### src/rtl/wave_display.sv
// rtl/wave_display.sv - draws the captured sample RAM half as a connected trace in the VGA pixel stream
module wave_display #(
   parameter int ADDR_WIDTH   = 9,
   parameter int SAMPLE_WIDTH = 8,
   parameter int X_WIDTH      = 11,
   parameter int Y_WIDTH      = 10
) (
   input  logic                    clk,
   input  logic                    reset,
   input  logic [X_WIDTH-1:0]      x,
   input  logic [Y_WIDTH-1:0]      y,
   input  logic                    valid,
   input  logic                    read_index,
   output logic [ADDR_WIDTH-1:0]   read_address,
   input  logic [SAMPLE_WIDTH-1:0] read_value,
   output logic                    valid_pixel,
   output logic [7:0]              r,
   output logic [7:0]              g,
   output logic [7:0]              b,
   output logic                    wave_display_idle
);

   typedef enum logic [1:0] {WAIT_FRAME, DRAW, IDLE} state_t;

   state_t      state_q, state_d;
   logic        disp_index_q, disp_index_d;
   logic        idle_q, idle_d;
   logic        s1_valid_q, s1_valid_d;
   logic        s1_region_q, s1_region_d;
   logic [7:0]  s1_level_q, s1_level_d;
   logic        s1_col_change_q, s1_col_change_d;
   logic        s1_first_col_q, s1_first_col_d;
   logic [7:0]  col_last_q, col_last_d;
   logic [7:0]  cur_last_q, cur_last_d;
   logic [7:0]  prev_q, prev_d;
   logic        valid_pixel_q, valid_pixel_d;
   logic [7:0]  rgb_q, rgb_d;

   logic        frame_start;
   logic [7:0]  col;
   logic [7:0]  cur, lo, hi;
   logic        lit;

   assign col          = x[8:1];
   assign read_address = {disp_index_q, col};
   assign frame_start  = valid && (x == '0) && (y == '0);

   always_comb begin
      state_d      = state_q;
      disp_index_d = disp_index_q;
      case (state_q)
         DRAW: begin
            if (valid && (y == Y_WIDTH'(512))) state_d = IDLE;
         end
         default: begin
            if (frame_start) begin
               state_d      = DRAW;
               disp_index_d = read_index;
            end
         end
      endcase
      idle_d = (state_d == IDLE);

      // Stage 1: pixel bookkeeping while the RAM read is in flight
      s1_valid_d      = valid;
      s1_region_d     = (x[10:9] == 2'b01) && !y[9] && (state_q == DRAW);
      s1_level_d      = 8'd255 - y[8:1];
      s1_col_change_d = (col != col_last_q);
      s1_first_col_d  = (col == 8'd0);
      col_last_d      = col;

      // Stage 2: the first column never links back to the previous frame's last sample
      cur        = read_value;
      cur_last_d = cur;
      if (s1_first_col_q)
         prev_d = cur;
      else if (s1_col_change_q)
         prev_d = cur_last_q;
      else
         prev_d = prev_q;

      lo  = (prev_d < cur) ? prev_d : cur;
      hi  = (prev_d < cur) ? cur : prev_d;
      lit = (lo <= s1_level_q) && (s1_level_q <= hi);

      valid_pixel_d = s1_valid_q && s1_region_q;
      rgb_d         = (valid_pixel_d && lit) ? 8'hFF : 8'h00;
   end

   always_ff @(posedge clk) begin
      if (reset) begin
         state_q         <= WAIT_FRAME;
         disp_index_q    <= 1'b0;
         idle_q          <= 1'b0;
         s1_valid_q      <= 1'b0;
         s1_region_q     <= 1'b0;
         s1_level_q      <= 8'd0;
         s1_col_change_q <= 1'b0;
         s1_first_col_q  <= 1'b0;
         col_last_q      <= 8'd0;
         cur_last_q      <= 8'd0;
         prev_q          <= 8'd0;
         valid_pixel_q   <= 1'b0;
         rgb_q           <= 8'd0;
      end else begin
         state_q         <= state_d;
         disp_index_q    <= disp_index_d;
         idle_q          <= idle_d;
         s1_valid_q      <= s1_valid_d;
         s1_region_q     <= s1_region_d;
         s1_level_q      <= s1_level_d;
         s1_col_change_q <= s1_col_change_d;
         s1_first_col_q  <= s1_first_col_d;
         col_last_q      <= col_last_d;
         cur_last_q      <= cur_last_d;
         prev_q          <= prev_d;
         valid_pixel_q   <= valid_pixel_d;
         rgb_q           <= rgb_d;
      end
   end

   assign valid_pixel       = valid_pixel_q;
   assign r                 = rgb_q;
   assign g                 = rgb_q;
   assign b                 = rgb_q;
   assign wave_display_idle = idle_q;

endmodule

### config.mk
export PLATFORM = sky130hd
export DESIGN_NAME = wave_display
export DESIGN_NICKNAME = d
export VERILOG_FILES = /design/src/rtl/wave_display.sv
export SDC_FILE = /design/constraint.sdc
export NUM_CORES = 1
export LEC_CHECK = 0
export BUFFER_PORTS_ARGS = -buffer_cell sky130_fd_sc_hd__buf_4
export CAP_MARGIN = 0
export CORE_ASPECT_RATIO = 0.7
export CORE_MARGIN = 3
export CORE_UTILIZATION = 49
export CTS_BUF_LIST = sky130_fd_sc_hd__clkbuf_2
export DETAILED_ROUTE_END_ITERATION = 16
export MAX_ROUTING_LAYER = met4
export PLACE_DENSITY_LB_ADDON = 0.1
export SYNTH_ARGS = -nofsm -noshare
export SYNTH_HDL_FRONTEND = slang
export SYNTH_SLANG_ARGS = --single-unit
### constraint.sdc
create_clock -name clk -period 3.25 [get_ports clk]
set_input_delay 0.325 -clock clk [delete_from_list [all_inputs] [get_ports clk]]
set_output_delay 0.325 -clock clk [all_outputs]
set_load 0.01 [all_outputs]
# Word level (Yosys, flattened, before mapping)
# Cells that the tools add are included.
[word_totals] ff_bits=49 inputBits=33
[op_classes] eq_ne=5 n_lt_le_gt_ge=3 add_sub_neg=1 mux=8 reduce_logical=13 bitwise=1
[ops] cell="8-bit two-way mux" count=5
[ops] cell="8-bit <= comparator" count=2
[ops] cell="11-bit zero test" count=1
[ops] cell="10-bit equality test (second input constant)" count=1
[ops] cell="10-bit zero test" count=1
[ops] cell="1-bit logical AND" count=8
[ops] cell="8-bit zero test" count=1
[ops] cell="8-bit < comparator" count=1
[ops] cell="8-bit inequality test" count=1
[ops] cell="8-bit subtractor (first input constant)" count=1
[ops] cell="2-bit two-way mux" count=3
[ops] cell="2-bit by 1-bit equality test with 1-bit output (second input constant)" count=2
[ops] cell="2-bit equality test (second input constant)" count=1
[ops] cell="2-bit AND reduction" count=1
[ops] cell="1-bit zero test" count=1
[ops] cell="1-bit inverter" count=1

# Depth between registers and ports, before layout
# Gate-level depths: netlist of run 1.
[logic_depth] word_depth=8 depth_mapped=17 mapped_depth_nobuf=14

# Worst setup path before layout of run 1
# OpenSTA, ideal clock, no wires.
[synth_path] path_type="reg-to-reg" from="register s1_col_change_q" to="register rgb_q[6] (netlist: b[6])" required_time_ps=3191 setup_time_ps=59 slack_ps=13 arrival_time_ps=3179 stages_incl_launch_ff=17 n_path_buf=2 period_less_slack_ps=3237 cell_sequence="dfxtp_1 -> buf_2 -> mux2i_1 -> o21ai_0 -> ha_1 -> a211oi_1 -> o211ai_1 -> o21ai_2 -> buf_4 -> nand2_1 -> o21ai_0 -> ha_1 -> nor2b_1 -> o211ai_1 -> a21oi_1 -> a2111oi_0 -> o211a_1"
[synth_via] elab_chain_len=8
[synth_lines] element="from (decl)" line="31" source="logic s1_col_change_q, s1_col_change_d;"
[synth_lines] element="from (signal assigned)" line="112" source="s1_col_change_q <= s1_col_change_d;"
[synth_lines] element="8-bit two-way mux (*)" line="77" source="else if (s1_col_change_q)"
[synth_lines] element="8-bit two-way mux (*)" line="75" source="if (s1_first_col_q)"
[synth_lines] element="via prev_d[7]" line="35" source="logic [7:0] prev_q, prev_d;"
[synth_lines] element="8-bit < comparator" line="82, 83"
[synth_lines] element="8-bit two-way mux (on tied branches)" line="82, 83"
[synth_lines] element="8-bit <= comparator" line="84" source="lit = (lo <= s1_level_q) && (s1_level_q <= hi);"
[synth_lines] element="1-bit logical AND (*)" line="84"
[synth_lines] element="1-bit logical AND (*)" line="87" source="rgb_d = (valid_pixel_d && lit) ? 8'hFF : 8'h00;"
[synth_lines] element="8-bit two-way mux (*)" line="87"
[synth_lines] element="to (signal assigned)" line="118" source="rgb_q <= rgb_d;"
[synth_lines] element="to (decl)" line="37" source="logic [7:0] rgb_q, rgb_d;"
# The timed path passes the listed nets; every way through them passes the cells marked *.
# A chain may end at the register's enable or synchronous reset.

# Worst setup path after layout of run 1
[layout_path] from="register s1_first_col_q" to="register rgb_q[6] (netlist: b[6])"
[layout_via] elab_chain_len=7
[layout_lines] element="from (decl)" line="32" source="logic s1_first_col_q, s1_first_col_d;"
[layout_lines] element="from (signal assigned)" line="113" source="s1_first_col_q <= s1_first_col_d;"
[layout_lines] element="8-bit two-way mux (*)" line="75"
[layout_lines] element="via prev_d[1]" line="35"
[layout_lines] element="8-bit < comparator" line="82, 83"
[layout_lines] element="8-bit two-way mux (on tied branches)" line="82, 83"
[layout_lines] element="8-bit <= comparator" line="84"
[layout_lines] element="1-bit logical AND (*)" line="84"
[layout_lines] element="1-bit logical AND (*)" line="87"
[layout_lines] element="8-bit two-way mux (*)" line="87"
# Marked as above.

==> results of run 1 <==
placed cells by master, fill, tap and decap left out, types with 2 or more instances in the layout:
cell and count:
buf_4 81, dfxtp_1 40, ha_1 23, nor2_1 22, nor2b_1 21, nand2_1 20
inv_1 18, mux2i_1 15, a21oi_1 15, o21ai_0 10, xor2_1 8, nor4_1 6
clkbuf_2 6, o21ai_1 5, o21ai_2 4, o211ai_1 4, nand4_1 4, nand3_1 2
nand3b_1 2
worst reg2reg max path: stages, from the launching register on:
cell and delay, ps:
dfxtp_2 520, buf_4 220, nand2_1 70, o21ai_1 120, ha_1 270, o2111ai_1 180
a31oi_1 80, o21ai_2 190, buf_4 160, buf_4 110, a21oi_1 50, a31o_2 210
ha_1 180, nor2b_1 110, o211ai_1 90, a21oi_1 180, a2111oi_2 50, o211a_1 200
metrics by stage:
stage	utilization	hold slack, ps
floorplan	-	397
global placement	0.618	432
detailed placement	0.618	432
CTS	0.632	43.5
global route	0.638	38.8
finish	0.638	64.7
worst paths after layout:
kind | from | endpoint | slack (ps) | depth (start not counted)
setup / recovery | s1_first_col_q | b[6] | 210 | 17
hold reg to reg | s1_region_q | valid_pixel | 460 | 2
setup reg to reg | s1_first_col_q | b[6] | 210 | 17
hold / removal | y[2] | s1_level_q[1] | 60 | 2
what timing repair did:
item,CTS,global route
endpoints found under the setup margin,1,1
setup buffers,3,0
hold buffers,0,0
gates resized for setup,1,16
gates cloned,0,0
pin swaps,1,1
logic make-up (layout without fill, tap and decap cells):
family          after synthesis  after routing  share of synthesized area
flops                        42             42                      0.352
simple gates                 84             84                      0.181
buf+inv                      59            108                      0.146
compound gates               45             45                      0.109
mux                          15             15                     0.0628
xor+xnor                      8              8                     0.0293
fa+ha+maj                    23             23                      0.120
power by group through the flow:
stage                     clock network [mW]  registers (mW)  logic [mW]
final                                  0.212           0.546       0.234
after detailed placement                   0           0.557       0.221
after CTS                              0.222           0.546       0.226
after floorplan                            0           0.554       0.139
after global routing                   0.246           0.549       0.263
after global placement                     0           0.556       0.216
final cells by class:
class | instances | share of cell area
Clock buffer | 6 | 0.0105
Sequential cell | 42 | 0.294
Timing Repair Buffer | 82 | 0.219
Multi-Input combinational cell | 175 | 0.426
Tap cell | 55 | 0.0240
Clock inverter | 2 | 0.00305
Inverter | 18 | 0.0235
state kept, by name, indices dropped and copies added, names as in the netlist:
name	cells
b	1
col_last_q	8
cur_last_q	8
disp_index_q	1
prev_q	8
s1_col_change_q	1
s1_first_col_q	1
s1_level_q	8
s1_region_q	1
s1_valid_q	1
state_q	2
valid_pixel	1
wave_display_idle	1
per-layer routing:
metal / up-vias / track usage / share of wire
met2: 51 / 0.253 / 0.41
li1: 1003 / - / -
met1: 830 / 0.255 / 0.52
met5: - / - / 0
met4: 0 / 0.0390 / 0.0043
met3: 2 / 0.0419 / 0.067
==> summary.txt, run 1 <==
Status
  – Status: finished clean

STA
  – Period utilization: 0.934
  – Final slew viol count: 0
  – Setup WS post-layout: 214 ps
  – Final setup fails: 0
  – Worst Max-Slew Pin Slew: 727 ps
  – Final min period: 3040 ps
  – FMAX: 329 MHz
  – Clock Skews: 18.9 ps
  – Fin Setup TNS: 0 ps
  – Number of hold violations in the final report: 0
  – Max_slew headroom: 0.515

Pwr
  – Final Power: 0.992 mW
  – Pint: 0.708 mW
  – P_leak: 1.42 nW
  – Reg power frac: 0.550
  – Sw Ratio: 0.286
  – Gate power share: 0.236
  – Clock power frac: 0.214
  – Max IR drop VDD: 194 uV
  – Cell Pwr Density: 345 nW/um^2
  – P_sw: 0.283 mW

Synthesis
  – Yosys top cell by area: dfxtp_1
  – Synth warnings: 0
  – Top-count cell post-synth: dfxtp_1
  – Area contributors post-synth: dfxtp_1, ha_1, buf_4
  – Syn_nets: 332
  – Number of flops mapped to enable cells by yosys: 0
  – Seq cells post-synth: 42
  – Distinct cells, synth: 33
  – Most frequent cells after synthesis: dfxtp_1, buf_4, ha_1
  – Synth Area per Inst: 8.66 sq um
  – Synth Cell Area: 2390 sq um
  – Primary FF master, synth: dfxtp_1
  – Synth Instances: 276
  – Sequential element share of the synthesized area: 0.352
  – Top cell type's share of synthesized area: 0.352
  – Synth async-reset ratio: 0

Final layout
  – Fin nets: 380
  – P&R area growth vs syn: 20.2%
  – Ant diodes: 0
  – Post-Layout Inst Area: 2870 sq um
  – Register area: 846 sq um
  – Fraction of layout cells with a size suffix above 1: 0.308
  – Fillcell total: 403
  – Area occupied by multi-input gates: 1220 sq um
  – Layout Cells excl Fill: 380

Critical path
  – Crit path kind: reg2reg
  – Worst path slowest cell: dfxtp_2
  – CP Launch Type: flip-flop
  – Crit path cell chain: buf_4 > nand2_1 > o21ai_1 > ha_1 > o2111ai_1 > a31oi_1 > o21ai_2 > buf_4 > buf_4 > a21oi_1 > a31o_2 > ha_1 > nor2b_1 > o211ai_1 > a21oi_1 > a2111oi_2 > o211a_1
  – Critical path peak fanout: 11
  – Worst Path Required: 3560 ps
  – Delay of the slowest critical-path stage: 520 ps
  – CP top delay family: compound AO/OA/AOI/OAI gates
  – WP buf/inv: 3
  – Worst path arrival time: 3350 ps
  – CP dominant cell by count: buf_4
  – CP Capture Type: flip-flop

Place
  – Final Wtd Congestion: 0.862
  – Number of I/O port buffers: 67
  – Pre-CTS WS: -2.34 ps
  – Final HPWL DP: 3850 um
  – Placed Instance Area: 2780 sq um
  – Cell count after placement: 369

Clock tree
  – Clock tree sinks: 42
  – CTS tree: done
  – Reg clk slew, reported paths: 210 ps
  – Worst-skew pair later-pin latency: 380 ps
  – CTS HTree Levels: 2
  – Clock Tree Buf Depth: 2
  – TritonCTS Buffers: 5
  – Root Buffer: clkbuf_2

Job
  – Max Cap Viol: 0

Drt
  – DR iter-0 viols: 80
  – Vias per cell: 4.96
  – Wire per inst: 12.8 um
  – ANT nets after route: 0
  – Vias: 1886
  – DR pass1 iterations: 4
  – Routed WL: 4880 um
  – Residual DRC: 0

Worst hold path
  – Worst min path class: in2reg

Floorplan
  – DIE AREA: 5760 sq um
  – Top Ports: 68
  – Die extent in x: 89.5 um
  – Starting density of the core: 0.531
  – Row count: 20
  – Core footprint: 4500 sq um
  – Die Ht: 64.4 um

Global route
  – Largest net degree at the start of global routing: 42
  – Total grt overflow: 0
  – Global-route wire length before repair: 7610 um
  – GRT Total Usage: 0.177
  – Initial antenna violation count: 0
  – Number of global-route vias before repair: 1643
(Power assumes the default switching activity.)
==> inputs of run 2 (changes only) <==
- CORE_UTILIZATION: 49 -> 45
- CTS_CLUSTER_DIAMETER: unset -> 30
==> summary.txt, run 2 (same netlist as run 1, synthesis figures left out) <==
Status
  – Status: finished clean

Drt
  – Routed WL: 4730 um
  – DR iter-0 viols: 59
  – Met3 WL: 250 um
  – Vias per cell: 4.76
  – ANT nets after route: 0
  – Wire length on met1: 2420 um
  – Vias: 1863
  – Wire per inst: 12.1 um
  – Top Metal Used: met4
  – DR WL met2: 2030 um
  – Residual DRC: 0
  – DR pass1 iterations: 4

STA
  – Setup WS post-layout: 179 ps
  – FMAX: 326 MHz
  – Max_slew headroom: 0.517
  – Final min period: 3070 ps
  – Final setup fails: 0
  – Clock Skews: 22.4 ps
  – RSZ-0062 raised after global routing: no
  – Period utilization: 0.945
  – Number of hold violations in the final report: 0
  – Worst Max-Slew Pin Slew: 724 ps
  – Final slew viol count: 0
  – Hold WS: 57.1 ps

Critical path
  – R2R Path Start: s1_col_change_q
  – CP Capture Type: flip-flop
  – WP buf/inv: 3
  – Crit path cell chain: buf_12 > mux2i_1 > o21ai_0 > ha_1 > o2111ai_1 > a31oi_1 > o21ai_2 > buf_6 > buf_4 > mux2i_1 > ha_1 > nand4_1 > or2_2 > o21ai_1 > o211a_1
  – Worst path arrival time: 3410 ps
  – Critical path peak fanout: 9
  – Reg2reg setup slack: 180 ps
  – Worst Path Required: 3590 ps
  – Delay of the slowest critical-path stage: 410 ps
  – Crit path kind: reg2reg
  – Crit path from: s1_col_change_q
  – CP top delay family: compound AO/OA/AOI/OAI gates
  – Worst path slowest cell: dfxtp_2
  – CP Launch Type: flip-flop

Global route
  – Global-route wire length before repair: 7610 um
  – Number of global-route vias before repair: 1676
  – Largest net degree at the start of global routing: 42
  – Initial antenna violation count: 0
  – Total grt overflow: 0
  – GRT Total Usage: 0.158

Pwr
  – Cell Pwr Density: 394 nW/um^2
  – Max IR drop VDD: 189 uV
  – P_leak: 1.43 nW

Floorplan
  – Die extent in x: 93.1 um
  – Top Ports: 68
  – Starting density of the core: 0.484
  – Die Ht: 67.0 um
  – DIE AREA: 6230 sq um
  – Core footprint: 4940 sq um
  – Row count: 21

Final layout
  – Commonest non-fill, non-tap cells in the layout: buf_4, dfxtp_1, ha_1
  – Most common cell after layout, fill and taps aside: buf_4
  – Fillcell total: 454
  – Fin nets: 377
  – P&R area growth vs syn: 21.9%
  – Fraction of layout cells with a size suffix above 1: 0.292
  – Ant diodes: 0
  – Final core occ: 0.590

Place
  – Pre-CTS WS: -24.0 ps
  – Final Wtd Congestion: 0.793
  – Final HPWL DP: 3690 um
  – Number of I/O port buffers: 67

Job
  – Max Cap Viol: 0

Worst hold path
  – Hold path start: y[6]
  – Worst min path class: in2reg

Clock tree
  – Root Buffer: clkbuf_2
  – Clock tree sinks: 42
  – Clock Tree Buf Depth: 2
  – TritonCTS Buffers: 5
  – CTS HTree Levels: 2
  – Post-CTS Hold Buffers: 0
  – Worst-skew pair later-pin latency: 390 ps
  – CTS tree: done
  – Reg clk slew, reported paths: 230 ps
run 2: changes by cell type in the layout (fill, tap and decap cells not counted), sizes merged:
cell / before / now
clkbuf: 6 / 5
clkinv: 2 / 1
bufinv: 0 / 2
buf: 82 / 79
run 2: metal layers:
metal | track usage | up-vias
li1 | - | 997
met1 | 0.214 | 817
met2 | 0.242 | 45
met3 | 0.0372 | 4
met4 | 0.0329 | 0
met5 | - | -
run 2: worst paths after layout:
check | endpoint | cells past startpoint
min | s1_level_q[5] | 2
max | b[6] | 15
min reg2reg | valid_pixel | 2
max reg2reg | b[6] | 15
run 2: layout make-up:
type | count | area, sq um | share of cell area
clock buffers | 5 | 25.0 | 0.00859
clock inverters | 3 | 63.8 | 0.0219
inverters | 18 | 67.6 | 0.0232
multi-input cells | 175 | 1220 | 0.417
flip-flops and latches | 42 | 842 | 0.289
well taps | 69 | 86.3 | 0.0296
repair buffers | 79 | 613 | 0.210
run 2: worst register-to-register path, delay by kind of cell, from the launching register on:
| kind | cells | cell delay, ps |
|---|---|---|
| adders and majority gates | 2 | 660 |
| and+or+nand+nor | 2 | 380 |
| buffers and inverters | 3 | 430 |
| muxes | 2 | 320 |
| AOI/OAI and AO/OA | 6 | 860 |
| DFF | 1 | 410 |
run 2: per-stage QoR:
step	instances	power, mW	TNS [ps]	cell area [sq um]
detailed placement	380	0.772	-24.0	2780
global placement	380	0.770	0	2780
floorplan	276	0.692	0	2390
CTS	388	1.15	0	2870
finish	391	1.15	0	2910
global route	391	1.21	0	2910
run 2: timing repair:
| action | 4_1_cts | 5_1_grt |
|---|---|---|
| resized for setup | 3 | 10 |
| setup endpoints to repair | 1 | 1 |
| pin swaps | 0 | 1 |
| setup buffers | 0 | 3 |
run 2: power breakdown:
part           leakage (nW)  switching, mW  internal, mW
combinational          1.03          0.113         0.116
sequential            0.347        0.00821         0.537
clock                0.0506          0.168         0.205
total                  1.43          0.289         0.858
==> inputs of run 3 (changes only) <==
--- a/config.mk
+++ b/config.mk
@@ -15,2 +15,3 @@
 export DETAILED_ROUTE_END_ITERATION = 16
+export HOLD_SLACK_MARGIN = 0.03
 export MAX_ROUTING_LAYER = met4
==> constraint.sdc (replaced) <==
create_clock -name clk -period 3.25 [get_ports clk]
set_input_delay 0.4875 -clock clk [delete_from_list [all_inputs] [get_ports clk]]
set_output_delay 0.4875 -clock clk [all_outputs]
set_load 0.01 [all_outputs]
==> summary.txt, run 3 (same netlist as run 1, synthesis figures left out) <==
Drt
  – Vias: 1881
  – Residual DRC: 0
  – ANT nets after route: 0
  – Wire per inst: 12.1 um
  – DR pass1 iterations: 4
  – DR iter-0 viols: 86
  – Vias per cell: 4.84
  – Routed WL: 4710 um

Pwr
  – Sw Ratio: 0.270
  – Final Power: 1.07 mW
  – Gate power share: 0.212
  – P_sw: 0.290 mW
  – P_leak: 1.39 nW
  – Reg power frac: 0.508
  – Pint: 0.784 mW
  – Cell Pwr Density: 374 nW/um^2
  – Clock power frac: 0.281
  – Max IR drop VDD: 267 uV

Critical path
  – Worst Path Required: 3610 ps
  – Crit path kind: reg2reg
  – Delay of the slowest critical-path stage: 390 ps
  – Reg2reg setup slack: 190 ps
  – CP top delay family: compound AO/OA/AOI/OAI gates
  – Worst path slowest cell: dfxtp_2
  – Critical path peak fanout: 12
  – WP buf/inv: 2
  – CP Launch Type: flip-flop
  – Crit path cell chain: buf_6 > mux2i_1 > o21ai_0 > ha_1 > o2111ai_1 > a31oi_1 > o21ai_2 > buf_4 > mux2i_1 > ha_1 > nand4_1 > or2_2 > o21ai_1 > o211a_1
  – Worst path arrival time: 3420 ps
  – CP Capture Type: flip-flop

Global route
  – GR Util met2: 0.233
  – Global-route wire length before repair: 7620 um
  – GRT Total Usage: 0.160
  – Grt met1 use: 0.217
  – Total grt overflow: 0
  – Grt met3 use: 0.0395
  – Largest net degree at the start of global routing: 42
  – Number of global-route vias before repair: 1685
  – Initial antenna violation count: 0
  – Most Used Layer, Global Route: met2

Clock tree
  – Worst-skew pair later-pin latency: 400 ps
  – CTS tree: done
  – TritonCTS Buffers: 5
  – Clock Tree Buf Depth: 2
  – Clock tree sinks: 42
  – Reg clk slew, reported paths: 210 ps
  – Root Buffer: clkbuf_2
  – CTS HTree Levels: 2

Place
  – Cell count after placement: 381
  – Final Wtd Congestion: 0.841
  – Final HPWL DP: 3710 um
  – Placed Instance Area: 2770 sq um
  – Pre-CTS WS: -27.3 ps
  – Number of I/O port buffers: 67

STA
  – Worst Max-Slew Pin Slew: 711 ps
  – FMAX: 327 MHz
  – Period utilization: 0.942
  – Fin Setup TNS: 0 ps
  – Max_slew headroom: 0.525
  – Final min period: 3060 ps
  – Final setup fails: 0
  – RSZ-0062 raised after global routing: yes
  – Setup WS post-layout: 188 ps
  – Number of hold violations in the final report: 0
  – Final slew viol count: 0
  – Clock Skews: 18.6 ps
  – Hold WS: 218 ps

Floorplan
  – DIE AREA: 6230 sq um
  – Die Ht: 67.0 um
  – Die extent in x: 93.1 um
  – Starting density of the core: 0.484
  – Top Ports: 68
  – Core footprint: 4940 sq um
  – Row count: 21

Job
  – Max Cap Viol: 0

Status
  – Status: finished clean

Final layout
  – Final core occ: 0.582
  – Fraction of layout cells with a size suffix above 1: 0.300
  – Fin nets: 375
  – Ant diodes: 0
  – Layout Cells excl Fill: 389
  – Post-Layout Inst Area: 2870 sq um
  – Commonest non-fill, non-tap cells in the layout: buf_4, dfxtp_1, ha_1
  – P&R area growth vs syn: 20.3%
  – Most common cell after layout, fill and taps aside: buf_4

Worst hold path
  – Worst min path class: in2reg
run 3: area by class of cell:
type | instances | area [sq um]
clock inverters | 2 | 37.5
repair buffers | 77 | 586
well taps | 69 | 86.3
flip-flops and latches | 42 | 843
multi-input cells | 175 | 1220
clock buffers | 6 | 30.0
inverters | 18 | 67.6
fillers | 470 | 2070
run 3: power groups by stage:
stage                     combinational (mW)  clock (mW)  sequential [mW]
final                                  0.227       0.302            0.546
after global routing                   0.258       0.338            0.548
after CTS                              0.219       0.315            0.546
after detailed placement               0.216           0            0.556
after global placement                 0.214           0            0.555
after floorplan                        0.139           0            0.554
run 3: repair_timing:
action / 4_1_cts / 5_1_grt
buffers inserted: 0 / 0
endpoints found under the setup margin: 1 / 1
pin swaps: 0 / 1
hold buffers: 0 / 0
gates resized for setup: 2 / 14
run 3: worst paths after layout:
check,start,cells past startpoint,endpoint
worst max-delay path,s1_col_change_q,14,b[6]
worst max register to register,s1_col_change_q,14,b[6]
worst min register to register,s1_region_q,2,valid_pixel
worst min-delay path,y[5],2,s1_level_q[4]
run 3: layer usage:
metal  vias up  wire, um
li1        989         -
met1       838      2360
met2        47      1990
met3         7       298
met4         0        55
met5         -         0
